`config.mk`:
```
export PLATFORM = sky130hd
export DESIGN_NAME = fifo_grey_read_pointer_flat
export DESIGN_NICKNAME = d
export VERILOG_FILES = /design/src/rtl/fifo_grey_read_pointer_if.sv /design/src/rtl/fifo_grey_read_pointer.sv /design/src/flat_wrapper.sv
export SDC_FILE = /design/constraint.sdc
export NUM_CORES = 1
export LEC_CHECK = 0
export CAP_MARGIN = 20
export CORE_MARGIN = 2
export CORE_UTILIZATION = 51
export DETAILED_ROUTE_END_ITERATION = 12
export PLACE_DENSITY = 0.83
export SLEW_MARGIN = 40
export SYNTH_ARGS = -nofsm -noshare
export SYNTH_HDL_FRONTEND = slang
export SYNTH_SLANG_ARGS = --single-unit
```
`constraint.sdc`:
```
create_clock -name clk -period 6.5 [get_ports clk]
set_clock_uncertainty 0.2 [all_clocks]
set_input_delay 0.65 -clock clk [delete_from_list [all_inputs] [get_ports clk]]
set_output_delay 0.65 -clock clk [all_outputs]
set_load 0.02 [all_outputs]
```
`src/rtl/fifo_grey_read_pointer_if.sv`:
```
// Read-side bus of the async grey FIFO read pointer block.
// The slave modport is the pointer block itself; the master modport is the
// read-side consumer plus the write-domain grey pointer source.
interface fifo_grey_read_pointer_if #(
   parameter int FIFO_DEPTH = 8
);
   localparam int AW = $clog2(FIFO_DEPTH);

   logic [AW:0]   wr_ptr_grey_async;
   logic          rd_en;
   logic [AW-1:0] rd_addr;
   logic [AW:0]   rd_ptr_grey;
   logic          empty;
   logic          almost_empty;
   logic [AW:0]   rd_count;
   logic          underflow;

   modport master (
      output wr_ptr_grey_async,
      output rd_en,
      input  rd_addr,
      input  rd_ptr_grey,
      input  empty,
      input  almost_empty,
      input  rd_count,
      input  underflow
   );

   modport slave (
      input  wr_ptr_grey_async,
      input  rd_en,
      output rd_addr,
      output rd_ptr_grey,
      output empty,
      output almost_empty,
      output rd_count,
      output underflow
   );
endinterface

```
`src/rtl/fifo_grey_read_pointer.sv`:
```
// Read-side pointer and status block of the asynchronous grey-coded FIFO.
// The write-domain grey pointer is synchronised into the read clock domain
// and decoded to binary only after the last synchroniser stage. The read
// pointer is kept in binary and grey form; empty, almost_empty, fill count
// and underflow are all registered from next-state values so that an
// accepted read is reflected in the status at the same edge.
module fifo_grey_read_pointer #(
   parameter int FIFO_DEPTH          = 8,
   parameter int SYNC_STAGES         = 2,
   parameter int ALMOST_EMPTY_THRESH = 1
) (
   input  logic                     clk,
   input  logic                     reset,
   fifo_grey_read_pointer_if.slave  bus
);
   localparam int AW = $clog2(FIFO_DEPTH);
   localparam int PW = AW + 1;
   localparam logic [PW-1:0] THRESH_W = PW'(ALMOST_EMPTY_THRESH);

   // Grey to binary: MSB passes through, each lower bit folds in the bits above.
   function automatic logic [PW-1:0] grey_to_bin(input logic [PW-1:0] g);
      logic [PW-1:0] b;
      b[PW-1] = g[PW-1];
      for (int i = PW - 2; i >= 0; i--) begin
         b[i] = b[i+1] ^ g[i];
      end
      return b;
   endfunction

   // Binary to grey: adjacent binary values differ in exactly one grey bit.
   function automatic logic [PW-1:0] bin_to_grey(input logic [PW-1:0] b);
      return b ^ {1'b0, b[PW-1:1]};
   endfunction

   // Synchroniser chain; stage 0 is the first flop after the async input.
   logic [PW-1:0] sync_r [SYNC_STAGES];

   logic [PW-1:0] wsync_s;
   logic [PW-1:0] wbin_s;
   logic          rd_acc_s;
   logic [PW-1:0] rbin_next_s;
   logic [PW-1:0] rgrey_next_s;
   logic [PW-1:0] count_next_s;

   logic [PW-1:0] rbin_r;
   logic [AW-1:0] rd_addr_r;
   logic [PW-1:0] rd_ptr_grey_r;
   logic          empty_r;
   logic          almost_empty_r;
   logic [PW-1:0] rd_count_r;
   logic          underflow_r;

   assign wsync_s = sync_r[SYNC_STAGES-1];

   // Shift the write grey pointer through the synchroniser with no logic between stages.
   always_ff @(posedge clk or negedge reset) begin
      if (!reset) begin
         for (int i = 0; i < SYNC_STAGES; i++) begin
            sync_r[i] <= {PW{1'b0}};
         end
      end else begin
         sync_r[0] <= bus.wr_ptr_grey_async;
         for (int i = 1; i < SYNC_STAGES; i++) begin
            sync_r[i] <= sync_r[i-1];
         end
      end
   end

   // Next-state read pointer and fill count; reads are only accepted when the registered empty is low.
   always_comb begin
      wbin_s       = grey_to_bin(wsync_s);
      rd_acc_s     = bus.rd_en & ~empty_r;
      rbin_next_s  = rbin_r + {{AW{1'b0}}, rd_acc_s};
      rgrey_next_s = bin_to_grey(rbin_next_s);
      count_next_s = wbin_s - rbin_next_s;
   end

   // Register the read pointer, address and status flags from the next-state values.
   always_ff @(posedge clk or negedge reset) begin
      if (!reset) begin
         rbin_r         <= {PW{1'b0}};
         rd_addr_r      <= {AW{1'b0}};
         rd_ptr_grey_r  <= {PW{1'b0}};
         empty_r        <= 1'b1;
         almost_empty_r <= 1'b1;
         rd_count_r     <= {PW{1'b0}};
         underflow_r    <= 1'b0;
      end else begin
         rbin_r         <= rbin_next_s;
         rd_addr_r      <= rbin_next_s[AW-1:0];
         rd_ptr_grey_r  <= rgrey_next_s;
         empty_r        <= (rgrey_next_s == wsync_s);
         almost_empty_r <= (count_next_s <= THRESH_W);
         rd_count_r     <= count_next_s;
         underflow_r    <= bus.rd_en & empty_r;
      end
   end

   assign bus.rd_addr      = rd_addr_r;
   assign bus.rd_ptr_grey  = rd_ptr_grey_r;
   assign bus.empty        = empty_r;
   assign bus.almost_empty = almost_empty_r;
   assign bus.rd_count     = rd_count_r;
   assign bus.underflow    = underflow_r;
endmodule

```
`src/flat_wrapper.sv`:
```
// flat-port wrapper written by rule: the top's interface ports become plain ports
module fifo_grey_read_pointer_flat 
#(
   parameter int FIFO_DEPTH          = 8,
   parameter int SYNC_STAGES         = 2,
   parameter int ALMOST_EMPTY_THRESH = 1
)
  (clk, reset, bus_wr_ptr_grey_async, bus_rd_en, bus_rd_addr, bus_rd_ptr_grey, bus_empty, bus_almost_empty, bus_rd_count, bus_underflow);
  fifo_grey_read_pointer_if #(.FIFO_DEPTH(FIFO_DEPTH)) bus_i ();
  input  logic clk;
  input  logic reset;
  input wire logic [$bits(bus_i.wr_ptr_grey_async)-1:0] bus_wr_ptr_grey_async;
  input wire logic [$bits(bus_i.rd_en)-1:0] bus_rd_en;
  output wire logic [$bits(bus_i.rd_addr)-1:0] bus_rd_addr;
  output wire logic [$bits(bus_i.rd_ptr_grey)-1:0] bus_rd_ptr_grey;
  output wire logic [$bits(bus_i.empty)-1:0] bus_empty;
  output wire logic [$bits(bus_i.almost_empty)-1:0] bus_almost_empty;
  output wire logic [$bits(bus_i.rd_count)-1:0] bus_rd_count;
  output wire logic [$bits(bus_i.underflow)-1:0] bus_underflow;
  assign bus_i.wr_ptr_grey_async = bus_wr_ptr_grey_async;
  assign bus_i.rd_en = bus_rd_en;
  assign bus_rd_addr = bus_i.rd_addr;
  assign bus_rd_ptr_grey = bus_i.rd_ptr_grey;
  assign bus_empty = bus_i.empty;
  assign bus_almost_empty = bus_i.almost_empty;
  assign bus_rd_count = bus_i.rd_count;
  assign bus_underflow = bus_i.underflow;
  fifo_grey_read_pointer #(.FIFO_DEPTH(FIFO_DEPTH), .SYNC_STAGES(SYNC_STAGES), .ALMOST_EMPTY_THRESH(ALMOST_EMPTY_THRESH)) u_core (.clk(clk), .reset(reset), .bus(bus_i));
endmodule
```
==> reports/metrics.yaml <==
outcome: "complete, no violations"
grt_pass1_wl_um: 2360
seq_area_frac_synth: 0.589
grt.met3_usage: 0.0346
path_clk_slew_ns: 0.11
crit_path_end_kind: "flip-flop"
clk_latency_ns: 0.30
powerDensity_mw_per_mm2: 536
clock_path_buffers: 2
worst_pin_slew_ns: 0.478
min_period_over_period: 0.516
regToRegEndpoint: "u_core.bus.rd_count[3]$_DFF_PN0_"
synth-edff-count: 0
num_vias: 575
die_height_um: 46.9
synthArstFlopShare: 1.00
wl_um: 1430
finalHoldViolCount: 0
layout.nets: 103
portBuffers: 20
grt_setup_unrepaired: "no"
cts_resized: 0
p_sw_mw: 0.251
max-cap-violations: 0
crit_path_end: "u_core.bus.rd_count[3]$_DFF_PN0_"
grt_util_met2: 0.258
ys_warn_count: 0
cts-root-buf: "clkbuf_4"
drive_gt1_frac: 0.122
drc_errors: 0
grt_pass1_vias: 561
critPathKind: "primary input to flip-flop"
antenna_found_initial: 0
viasPerCell: 5.00
hp-class: "primary input to async pin"
syn_area_per_cell_um2: 14.0
n_fill_cell: 137
grt_start_max_net_pins: 23
worst_r2r_path_depth: 10
setup_ws_ns: 3.14
dp_slack_ns: 2.84
routedWlPerCell_um: 12.5
setup_viol: 0
syn_area_um2: 938
fin_crit_ns: 3.36
synth_seq_cells: 22
diodes: 0
max_freq_mhz: 298
ant_nets: 0
power_frac_comb: 0.565
start_util: 0.543
startpoint_type: "primary input"
htreeDepth: 1
io_pins: 21
final_cell_mix: "dfrtp_1, clkdlybuf4s50_1, xor2_1, inv_1, ha_1"
setup_tns_ns: 0
overflow: 0
cts_tree: "yes"
coreArea_mm2: 0.00173
swShare: 0.391
clockPowerShare: 0.114
seq_power_share: 0.321
yosysUniqueCellTypes: 25
cp.arrival_ns: 3.35
cp.required_ns: 6.49
path_max_fanout: 5
drt_first_pass_iters: 2
synthCells: 67
hpwl_um: 1050
drv_slew: 0
drtIter0Drc: 4
post_cts_buffers: 0
gr-usage-met1: 0.207
power_leakage_nw: 0.539
syn-num-nets: 79
crit_path_start: "bus_rd_en"
die_area_mm2: 0.00220
numClockSinks: 22
cts_buffers: 3
std_cell_rows: 15
ctsHoldBuffers: 0
r2r_start: "u_core.bus.empty$_DFF_PN1_"
synth_flop_cell: "dfrtp_1"
relSlewSlack: 0.681
layout_commonest_cell: "dfrtp_1"
intPower_mw: 0.391
reg2reg_slack_ns: 3.48
die_x_um: 46.9
gr-usage-all-layers: 0.164
vdd_ir_drop_max_mv: 0.277
area_delta_synth_final_pct: 27.6
finalWeightedCongestion: 0.717
grt.busiest_layer: "met2"
-- per-stage QoR --
stage,total power [mW],utilization,area [um^2],std cells,hold WS [ns]
finish,0.642,0.693,1200,115,0.0819
global route,0.692,0.693,1200,115,0.0894
CTS,0.646,0.693,1200,115,0.0923
detailed placement,0.567,0.672,1160,111,0.143
global placement,0.557,0.675,1170,111,0.132
floorplan,0.446,-,938,67,0.131
-- power by group through the flow --
| stage | clock [mW] | sequential [mW] | combinational, mW |
|---|---|---|---|
| 6_report | 0.0735 | 0.206 | 0.362 |
| 5_1_grt | 0.0819 | 0.212 | 0.398 |
| 4_1_cts | 0.0751 | 0.207 | 0.364 |
| 3_5_place_dp | 0 | 0.210 | 0.357 |
| 3_3_place_gp | 0 | 0.209 | 0.348 |
| 2_1_floorplan | 0 | 0.260 | 0.186 |
-- routing by layer --
metal  up-vias  share of wire
met2        21           0.48
met3         5          0.057
met4         0          0.029
li1        271              -
met1       278           0.43
met5         -              0
-- flip-flops by register name (all words and copies together), names as in the netlist --
signal                   cells
u_core.bus.rd_count          4
u_core.bus.almost_empty      1
u_core.sync_r                4
u_core.wsync_s               4
u_core.bus.rd_ptr_grey       3
u_core.bus.empty             1
u_core.rbin_r                4
u_core.bus.underflow         1
-- synth_stat cells (all sizes together) (2+ instances only) --
master  count  share of area
ha          5          0.067
nor2b       2          0.013
xnor2       4          0.037
nand4       2          0.013
xnor3       2          0.048
dfrtp      20           0.53
xor2       10           0.10
inv         5          0.020
dfstp       2          0.056
-- critical path, stage by stage --
cell             delay (ns)
clkdlybuf4s50_1        0.46
nor2b_1                0.13
ha_1                   0.19
ha_1                   0.23
xor2_2                 0.24
inv_1                  0.07
ha_1                   0.36
nor3b_1                0.17
a311oi_1               0.32
a31oi_1                0.17
or2_2                  0.34
-- cell families after synthesis --
| family | count (synthesis) | share of synthesized area |
|---|---|---|
| AOI/OAI and AO/OA | 5 | 0.0453 |
| xor gates and xnor gates | 16 | 0.187 |
| adders and majority gates | 5 | 0.0667 |
| buffers and inverters | 6 | 0.0240 |
| DFF | 22 | 0.589 |
| and+or+nand+nor | 13 | 0.0880 |
-- area by class of cell --
| type | instances | area [um^2] | share of cell area |
|---|---|---|---|
| Clock buffer | 4 | 36.3 | 0.0303 |
| Multi-Input combinational cell | 39 | 363 | 0.303 |
| Inverter | 5 | 18.8 | 0.0157 |
| Sequential cell | 22 | 553 | 0.462 |
| Timing Repair Buffer | 20 | 195 | 0.163 |
| Tap cell | 25 | 31.3 | 0.0261 |
-- worst min path at each step --
stage	depth (start not counted)	start	end
after CTS	1	reset	u_core.bus.underflow$_DFF_PN0_
after floorplan	0	u_core.sync_r[4]$_DFF_PN0_	u_core.wsync_s[0]$_DFF_PN0_
after global routing	1	reset	u_core.rbin_r[0]$_DFF_PN0_
final	1	reset	u_core.rbin_r[0]$_DFF_PN0_
after detailed placement	0	u_core.sync_r[6]$_DFF_PN0_	u_core.wsync_s[2]$_DFF_PN0_
after global placement	0	u_core.sync_r[6]$_DFF_PN0_	u_core.wsync_s[2]$_DFF_PN0_
Power figures use the tool's default switching activity.
